## src/rtl/hazard_stall_ctrl.sv

```systemverilog
// Pipeline hazard controller: load-use stalls, multi-cycle redirect flushes,
// memory-busy freeze, stall/flush performance counters and a busy watchdog.
module hazard_stall_ctrl #(
    parameter int unsigned FLUSH_CYCLES = 1,
    parameter int unsigned MEM_TIMEOUT  = 64
) (
    input  logic        clk,
    input  logic        rst_n,
    input  logic [4:0]  id_rs,
    input  logic [4:0]  id_rt,
    input  logic        id_uses_rt,
    input  logic        ex_mem_read,
    input  logic [4:0]  ex_rd,
    input  logic        ex_branch_taken,
    input  logic        ex_jump,
    input  logic        mem_busy,
    output logic        pc_write,
    output logic        if_id_write,
    output logic        id_ex_write,
    output logic        id_ex_bubble,
    output logic        if_id_flush,
    output logic [15:0] stall_cycles,
    output logic [15:0] flush_count,
    output logic        mem_timeout
);

    localparam int unsigned FCW  = 4;
    localparam int unsigned BCW  = 8;
    localparam int unsigned CNTW = 16;

    localparam logic [0:0] ST_RUN   = 1'b0;
    localparam logic [0:0] ST_FLUSH = 1'b1;

    logic [0:0]      state_q, state_d;
    logic [FCW-1:0]  flush_cnt_q, flush_cnt_d;
    logic [BCW-1:0]  busy_cnt_q, busy_cnt_d;
    logic [CNTW-1:0] stall_cycles_q, flush_count_q;
    logic            mem_timeout_q;
    logic            flush_evt;
    logic            load_use;
    logic            redirect;

    assign load_use = ex_mem_read && (ex_rd != 5'd0) &&
                      ((ex_rd == id_rs) || (id_uses_rt && (ex_rd == id_rt)));
    assign redirect = ex_branch_taken || ex_jump;

    // Mealy output decode and next-state; mem_busy outranks everything but reset
    always_comb begin
        state_d      = state_q;
        flush_cnt_d  = flush_cnt_q;
        flush_evt    = 1'b0;
        pc_write     = 1'b1;
        if_id_write  = 1'b1;
        id_ex_write  = 1'b1;
        id_ex_bubble = 1'b0;
        if_id_flush  = 1'b0;
        if (!rst_n) begin
            pc_write     = 1'b0;
            if_id_write  = 1'b0;
            id_ex_write  = 1'b0;
            id_ex_bubble = 1'b1;
            if_id_flush  = 1'b1;
        end else if (mem_busy) begin
            pc_write    = 1'b0;
            if_id_write = 1'b0;
            id_ex_write = 1'b0;
        end else if (state_q == ST_FLUSH) begin
            pc_write     = 1'b0;
            id_ex_bubble = 1'b1;
            if_id_flush  = 1'b1;
            if (flush_cnt_q <= FCW'(1)) begin
                state_d     = ST_RUN;
                flush_cnt_d = '0;
            end else begin
                flush_cnt_d = flush_cnt_q - FCW'(1);
            end
        end else if (redirect) begin
            id_ex_bubble = 1'b1;
            if_id_flush  = 1'b1;
            flush_evt    = 1'b1;
            if (FLUSH_CYCLES > 1) begin
                state_d     = ST_FLUSH;
                flush_cnt_d = FCW'(FLUSH_CYCLES - 1);
            end
        end else if (load_use) begin
            pc_write     = 1'b0;
            if_id_write  = 1'b0;
            id_ex_bubble = 1'b1;
        end
    end

    // Watchdog counter saturates at the timeout threshold
    always_comb begin
        busy_cnt_d = '0;
        if (mem_busy) begin
            if (busy_cnt_q < BCW'(MEM_TIMEOUT)) begin
                busy_cnt_d = busy_cnt_q + BCW'(1);
            end else begin
                busy_cnt_d = busy_cnt_q;
            end
        end
    end

    always_ff @(posedge clk) begin
        if (!rst_n) begin
            state_q        <= ST_RUN;
            flush_cnt_q    <= '0;
            busy_cnt_q     <= '0;
            stall_cycles_q <= '0;
            flush_count_q  <= '0;
            mem_timeout_q  <= 1'b0;
        end else begin
            state_q     <= state_d;
            flush_cnt_q <= flush_cnt_d;
            busy_cnt_q  <= busy_cnt_d;
            if (!pc_write && (stall_cycles_q != '1)) begin
                stall_cycles_q <= stall_cycles_q + CNTW'(1);
            end
            if (flush_evt && (flush_count_q != '1)) begin
                flush_count_q <= flush_count_q + CNTW'(1);
            end
            if (busy_cnt_d == BCW'(MEM_TIMEOUT)) begin
                mem_timeout_q <= 1'b1;
            end
        end
    end

    assign stall_cycles = stall_cycles_q;
    assign flush_count  = flush_count_q;
    assign mem_timeout  = mem_timeout_q;

endmodule

```

## config.mk

```make
export PLATFORM = sky130hd
export DESIGN_NAME = hazard_stall_ctrl
export DESIGN_NICKNAME = d
export VERILOG_FILES = /design/src/rtl/hazard_stall_ctrl.sv
export SDC_FILE = /design/constraint.sdc
export NUM_CORES = 1
export LEC_CHECK = 0
export CORE_UTILIZATION = 50
export DETAILED_ROUTE_END_ITERATION = 8
export GPL_ROUTABILITY_DRIVEN = 0
export GPL_TIMING_DRIVEN = 0
export PLACE_DENSITY = 0.81
export SETUP_SLACK_MARGIN = 0.05
export SLEW_MARGIN = 20
export SYNTH_ARGS = -nofsm -noshare
export SYNTH_HDL_FRONTEND = slang
export SYNTH_SLANG_ARGS = --single-unit
```

## constraint.sdc

```tcl
create_clock -name clk -period 3.62 [get_ports clk]
set_input_delay 1.086 -clock clk [delete_from_list [all_inputs] [get_ports clk]]
set_output_delay 1.086 -clock clk [all_outputs]
set_load 0.1 [all_outputs]
```

# Yosys cells after proc, flatten, opt, wreduce, memory -nomap -nowiden

Index checks and enable logic that the tools add are counted.

Multiplexer cells: 27
Reductions and logical operators: 10
Bitwise logic cells: 1
Add/sub/neg operators: 4
Order comparisons: 2
Eq/ne operators: 5

Operators by type and width:

| cell                                                                              | count |
|---|---|
| 16-bit by 1-bit adder with 16-bit output (second input constant)                  | 2 |
| 16-bit inequality test (second input constant)                                    | 2 |
| 1-bit 2-to-1 mux                                                                  | 24 |
| 8-bit 2-to-1 mux                                                                  | 2 |
| 5-bit equality test                                                               | 2 |
| 8-bit by 1-bit adder with 8-bit output (second input constant)                    | 1 |
| 8-bit by 7-bit equality test with 1-bit output (second input constant)            | 1 |
| 8-bit by 7-bit less-than comparator with 1-bit output (second input constant)     | 1 |
| 1-bit logical AND                                                                 | 5 |
| 5-bit nonzero test                                                                | 1 |
| 4-bit by 1-bit less-or-equal comparator with 1-bit output (second input constant) | 1 |
| 4-bit 2-to-1 mux                                                                  | 1 |
| 4-bit by 1-bit subtractor with 4-bit output (second input constant)               | 1 |
| 1-bit logical OR                                                                  | 2 |
| 2-bit AND reduction                                                               | 1 |
| 1-bit zero test                                                                   | 1 |
| 1-bit NOT                                                                         | 1 |

Bits in registers: 46
Logic and storage cells: 55
Input port bits: 22
Output and inout port bits: 38

# Longest topological paths before layout

Word-level depth: 11
Depth in mapped cells: 9
Gate-level depth less buffers: 7

# Least setup slack after synthesis

OpenSTA, ideal clock, no wires.

Kind: input to output
Start: input ex_jump
End: output id_ex_bubble
Data required time: 2.534 ns
Stages on the path: 3
Buffers on the path: 0
Arrival time: 4.015 ns
Slack: -1.481 ns
Cells stage by stage: nor3_1 o21ai_0 a21o_1

Longest elaborated chain between the ends: 5

Ends and longest elaborated chain:

| what             | line | RTL |
|---|---|---|
| from (decl)      | 15   | `input logic ex_jump,` |
| 1-bit logical OR | 45   | `assign redirect = ex_branch_taken \|\| ex_jump;` |
| 1-bit 2-to-1 mux | 77   | `end else if (redirect) begin` |
| 1-bit 2-to-1 mux | 67   | `end else if (state_q == ST_FLUSH) begin` |
| 1-bit 2-to-1 mux | 63   | `end else if (mem_busy) begin` |
| 1-bit 2-to-1 mux | 57   | `if (!rst_n) begin` |
| to (decl)        | 20   | `output logic id_ex_bubble,` |

Every way passes these cells.

# Final worst setup path

Start: input ex_rd[4]
End: output if_id_write

Longest elaborated chain between the ends: 9
Elaborated cells on any way between the ends: 12
Those cells by class: eq/ne (2); mux (5); reduce/logical (5)

Ends and longest elaborated chain:

| what                  | line | RTL |
|---|---|---|
| from (decl)           | 13   | `input logic [4:0] ex_rd,` |
| 5-bit equality test   | 44   | `((ex_rd == id_rs) \|\| (id_uses_rt && (ex_rd == id_rt)));` |
| 1-bit logical AND     | 44   |  |
| 1-bit logical OR      | 44   |  |
| 1-bit logical AND (*) | 43   | `assign load_use = ex_mem_read && (ex_rd != 5'd0) &&` |
| 1-bit 2-to-1 mux (*)  | 85   | `end else if (load_use) begin` |
| 1-bit 2-to-1 mux (*)  | 77   |  |
| 1-bit 2-to-1 mux (*)  | 67   |  |
| 1-bit 2-to-1 mux (*)  | 63   |  |
| 1-bit 2-to-1 mux (*)  | 57   |  |
| to (decl)             | 18   | `output logic if_id_write,` |

Every way passes the cells marked *; elsewhere a longest branch is shown, timed or not.

==> out/qor.csv <==
stage,metric,value,unit
run_status,outcome,finished clean,
timing,Worst slew margin,0.339,
drt,drt drc,0,
power,internal power,714,uW
drt,via/cell ratio,5.52,
power,Peak supply drop,0.233,mV
timing,RSZ-0062 raised after global routing,true,
timing,setup TNS,0,ns
global_routing,vias in the first global route,2032,
timing,# setup viols final,0,
setup_path,Critical Path Source,ex_rd[4],
final_layout,final net count,389,
timing,Worst Skew,0.00505,ns
place,port buffer count,58,
clock_network,CTS tree,done,
setup_path,number of cells on the worst reg-to-reg path,8,
clock_network,clock slew at reported path FFs,0.09,ns
final_layout,most frequent cells in the layout,"dfxtp_1, nor2_1, clkdlybuf4s50_1",
power,Lkg Pwr,1.19,nW
final_layout,Layout area overhead,36.0,%
clock_network,clk sink count,46,
power,Clk pwr share,0.312,
drt,DR iter-0 viols,125,
clock_network,Root Driver,clkbuf_8,
final_layout,post-layout util,0.730,
yosys,register area share after synthesis,0.381,
power,combinational share of power,0.176,
floorplanning,Initial Util,0.537,
final_layout,Finished Layout Cells,415,
timing,Hold Fails Final Rpt,0,
floorplanning,Core Area,4500,um^2
yosys,XOR/XNOR Fraction of Synth Area,0.120,
floorplanning,I/O pin total,60,
yosys,syn_area_per_cell,8.58,um^2
timing,crit share post-route,0.983,
timing,worst slew pin tran,0.988,ns
yosys,largest family of logic cells by synthesized area,simple AND/OR/NAND/NOR gates,
clock_network,Clock Latency Late Sink,0.30,ns
min_path,hold worst-path end,mem_timeout,
setup_path,RR Endpoint,stall_cycles[5],
final_layout,final instance area,3290,um^2
yosys,asr flop ratio synth,0,
global_routing,first-pass GRT wire length,9190,um
timing,fin crit period,3.56,ns
drt,Pre-antenna DRT Iters,4,
clock_network,H-tree levels,2,
clock_network,Clock Tree Buf Depth,2,
timing,"Slew Viols, Final",0,
setup_path,CP max FO,4,
yosys,synth unique cells,49,
setup_path,CP startpoint kind,input port,
final_layout,# diodes,0,
floorplanning,height of the die,71.6,um
setup_path,critical path arrival,2.47,ns
clock_network,Post-CTS Hold Fix Bufs,0,
yosys,mux contribution to synthesized area,0.0124,
job,max cap viols,0,
final_layout,layout cells sized above 1,0.149,
setup_path,worst r2r src,stall_cycles[0],
setup_path,WP data required,2.53,ns
yosys,adder-cell share of the synthesized area,0.0259,
power,total power,1.01,mW
place,Place WS,-1.33,ns
drt,Via Count,2292,
yosys,Yosys top cell area share,0.381,
yosys,leading area contributor after synthesis,dfxtp_1,
floorplanning,Die W,71.6,um
yosys,synthesized area,2420,um^2
floorplanning,Row Count,24,
floorplanning,Die Area,5120,um^2
place,placed cells,392,
min_path,Hold Crit Start,mem_timeout,
global_routing,GRT overflow,0,
final_layout,"most common cell after layout, fill and taps aside",dfxtp_1,
yosys,yosys warns,0,
global_routing,number of antenna violations at the first check in global routing,0,
min_path,Hold Crit Class,flip-flop to flip-flop,
timing,Peak Freq,281,MHz
global_routing,GRT Resource Usage Total,0.228,
setup_path,Crit Path Class,input port to primary output,
yosys,top post-synthesis cells by area,"dfxtp_1, xnor2_1, nor2_1",
final_layout,area occupied by multi-input gates,1440,um^2
timing,final setup margin,0.0598,ns
power,switching power,300,uW
yosys,cell count after synthesis,282,
yosys,#FFs+latches synth,46,
global_routing,largest net degree at the start of global routing,16,
yosys,Synth Flop Type,dfxtp_1,
setup_path,R2R Setup Slk,1.44,ns
min_path,Hold Crit Depth,1,
final_layout,FF/Latch Area,921,um^2
yosys,syn_nets,309,
power,sequential share of power,0.512,
drt,Routed wire per std cell,13.7,um
power,Pwr Density,308,nW/um^2
timing,WHS,0.499,ns
clock_network,CTS buffer count,5,
final_layout,layout filler cell count,348,
yosys,Compound-Gate Fraction of Synth Area,0.147,
yosys,Synth Area in Simple Gates,0.281,
power,Sw Share,0.296,
drt,total wire length,5670,um
yosys,number of synthesized flops with an enable pin,0,
drt,ANT nets after route,0,
place,post-DP HPWL,4000,um
place,dpl cell area,3080,um^2
setup_path,Worst Setup End Kind,primary output,
worst max path at each step:
stage / end / cells past startpoint / slack (ns)
global placement: pc_write / 6 / -1.29
global route: if_id_write / 7 / -0.02
floorplan: id_ex_bubble / 3 / -0.14
finish: if_id_write / 6 / 0.06
CTS: if_id_write / 6 / 0.05
detailed placement: pc_write / 6 / -1.33
what timing repair did:
| action | 4_1_cts | 5_1_grt |
|---|---|---|
| endpoints found under the hold margin | 0 | 0 |
| endpoints found under the setup margin | 5 | 10 |
| pin swaps | 18 | 6 |
| buffers inserted | 12 | 3 |
| resized for setup | 66 | 6 |
synth_stat cells, types with 2 or more instances:
master	number
mux2i_1	3
nor3b_2	2
nor3_1	7
o21ai_0	7
nand4_1	11
o21ai_1	9
ha_1	5
or3_1	10
nand3_1	13
xnor2_1	17
nand2b_1	2
a21oi_2	3
xor2_1	16
dfxtp_1	46
nor2_1	38
nor3_2	2
and2_1	2
inv_1	7
and4_1	3
a21o_1	2
nand2_1	19
a21oi_1	19
clkbuf_1	4
and3_1	9
or4_1	2
power by group through the flow:
| stage | Sequential [mW] | Combinational (mW) | Clock, mW |
|---|---|---|---|
| floorplan | 0.564 | 0.0777 | 0 |
| global placement | 0.531 | 0.165 | 0 |
| detailed placement | 0.531 | 0.166 | 0 |
| CTS | 0.519 | 0.174 | 0.322 |
| global route | 0.520 | 0.189 | 0.343 |
| finish | 0.519 | 0.179 | 0.316 |
critical path, stage by stage:
cell,delay [ns]
buf_8,0.09
or4_4,0.54
o21ai_4,0.19
nand3b_1,0.20
o21a_2,0.18
buf_12,0.17
flip-flops by register name, summed over array words and instances, names as in the netlist:
signal,count
flush_count,16
stall_cycles,16
busy_cnt_q,8
flush_cnt_q,4
mem_timeout,1
state_q,1
kinds of logic (layout without fill, tap and decap cells):
group | count (synthesis) | after routing
fa+ha+maj | 5 | 5
mux | 3 | 3
xor+xnor | 33 | 33
flops | 46 | 46
simple gates | 127 | 127
buf+inv | 16 | 97
compound gates | 52 | 52
per-layer routing:
metal | wire, um | global-route usage | part of all wire
met1 | 2500 | 0.278 | 0.44
met3 | 314 | 0.0647 | 0.055
met5 | 0 | 0 | 0
met4 | 82 | 0.0763 | 0.014
met2 | 2770 | 0.388 | 0.49
cell type report:
| class | instances | area share |
|---|---|---|
| inverters | 8 | 0.00913 |
| plain buffers | 8 | 0.0152 |
| flip-flops and latches | 46 | 0.280 |
| multi-input cells | 220 | 0.438 |
| repair buffers | 73 | 0.211 |
| well taps | 52 | 0.0198 |
| clock buffers | 5 | 0.0209 |
| clock inverters | 3 | 0.00647 |
No activity file was read; power rests on OpenSTA's default activity.
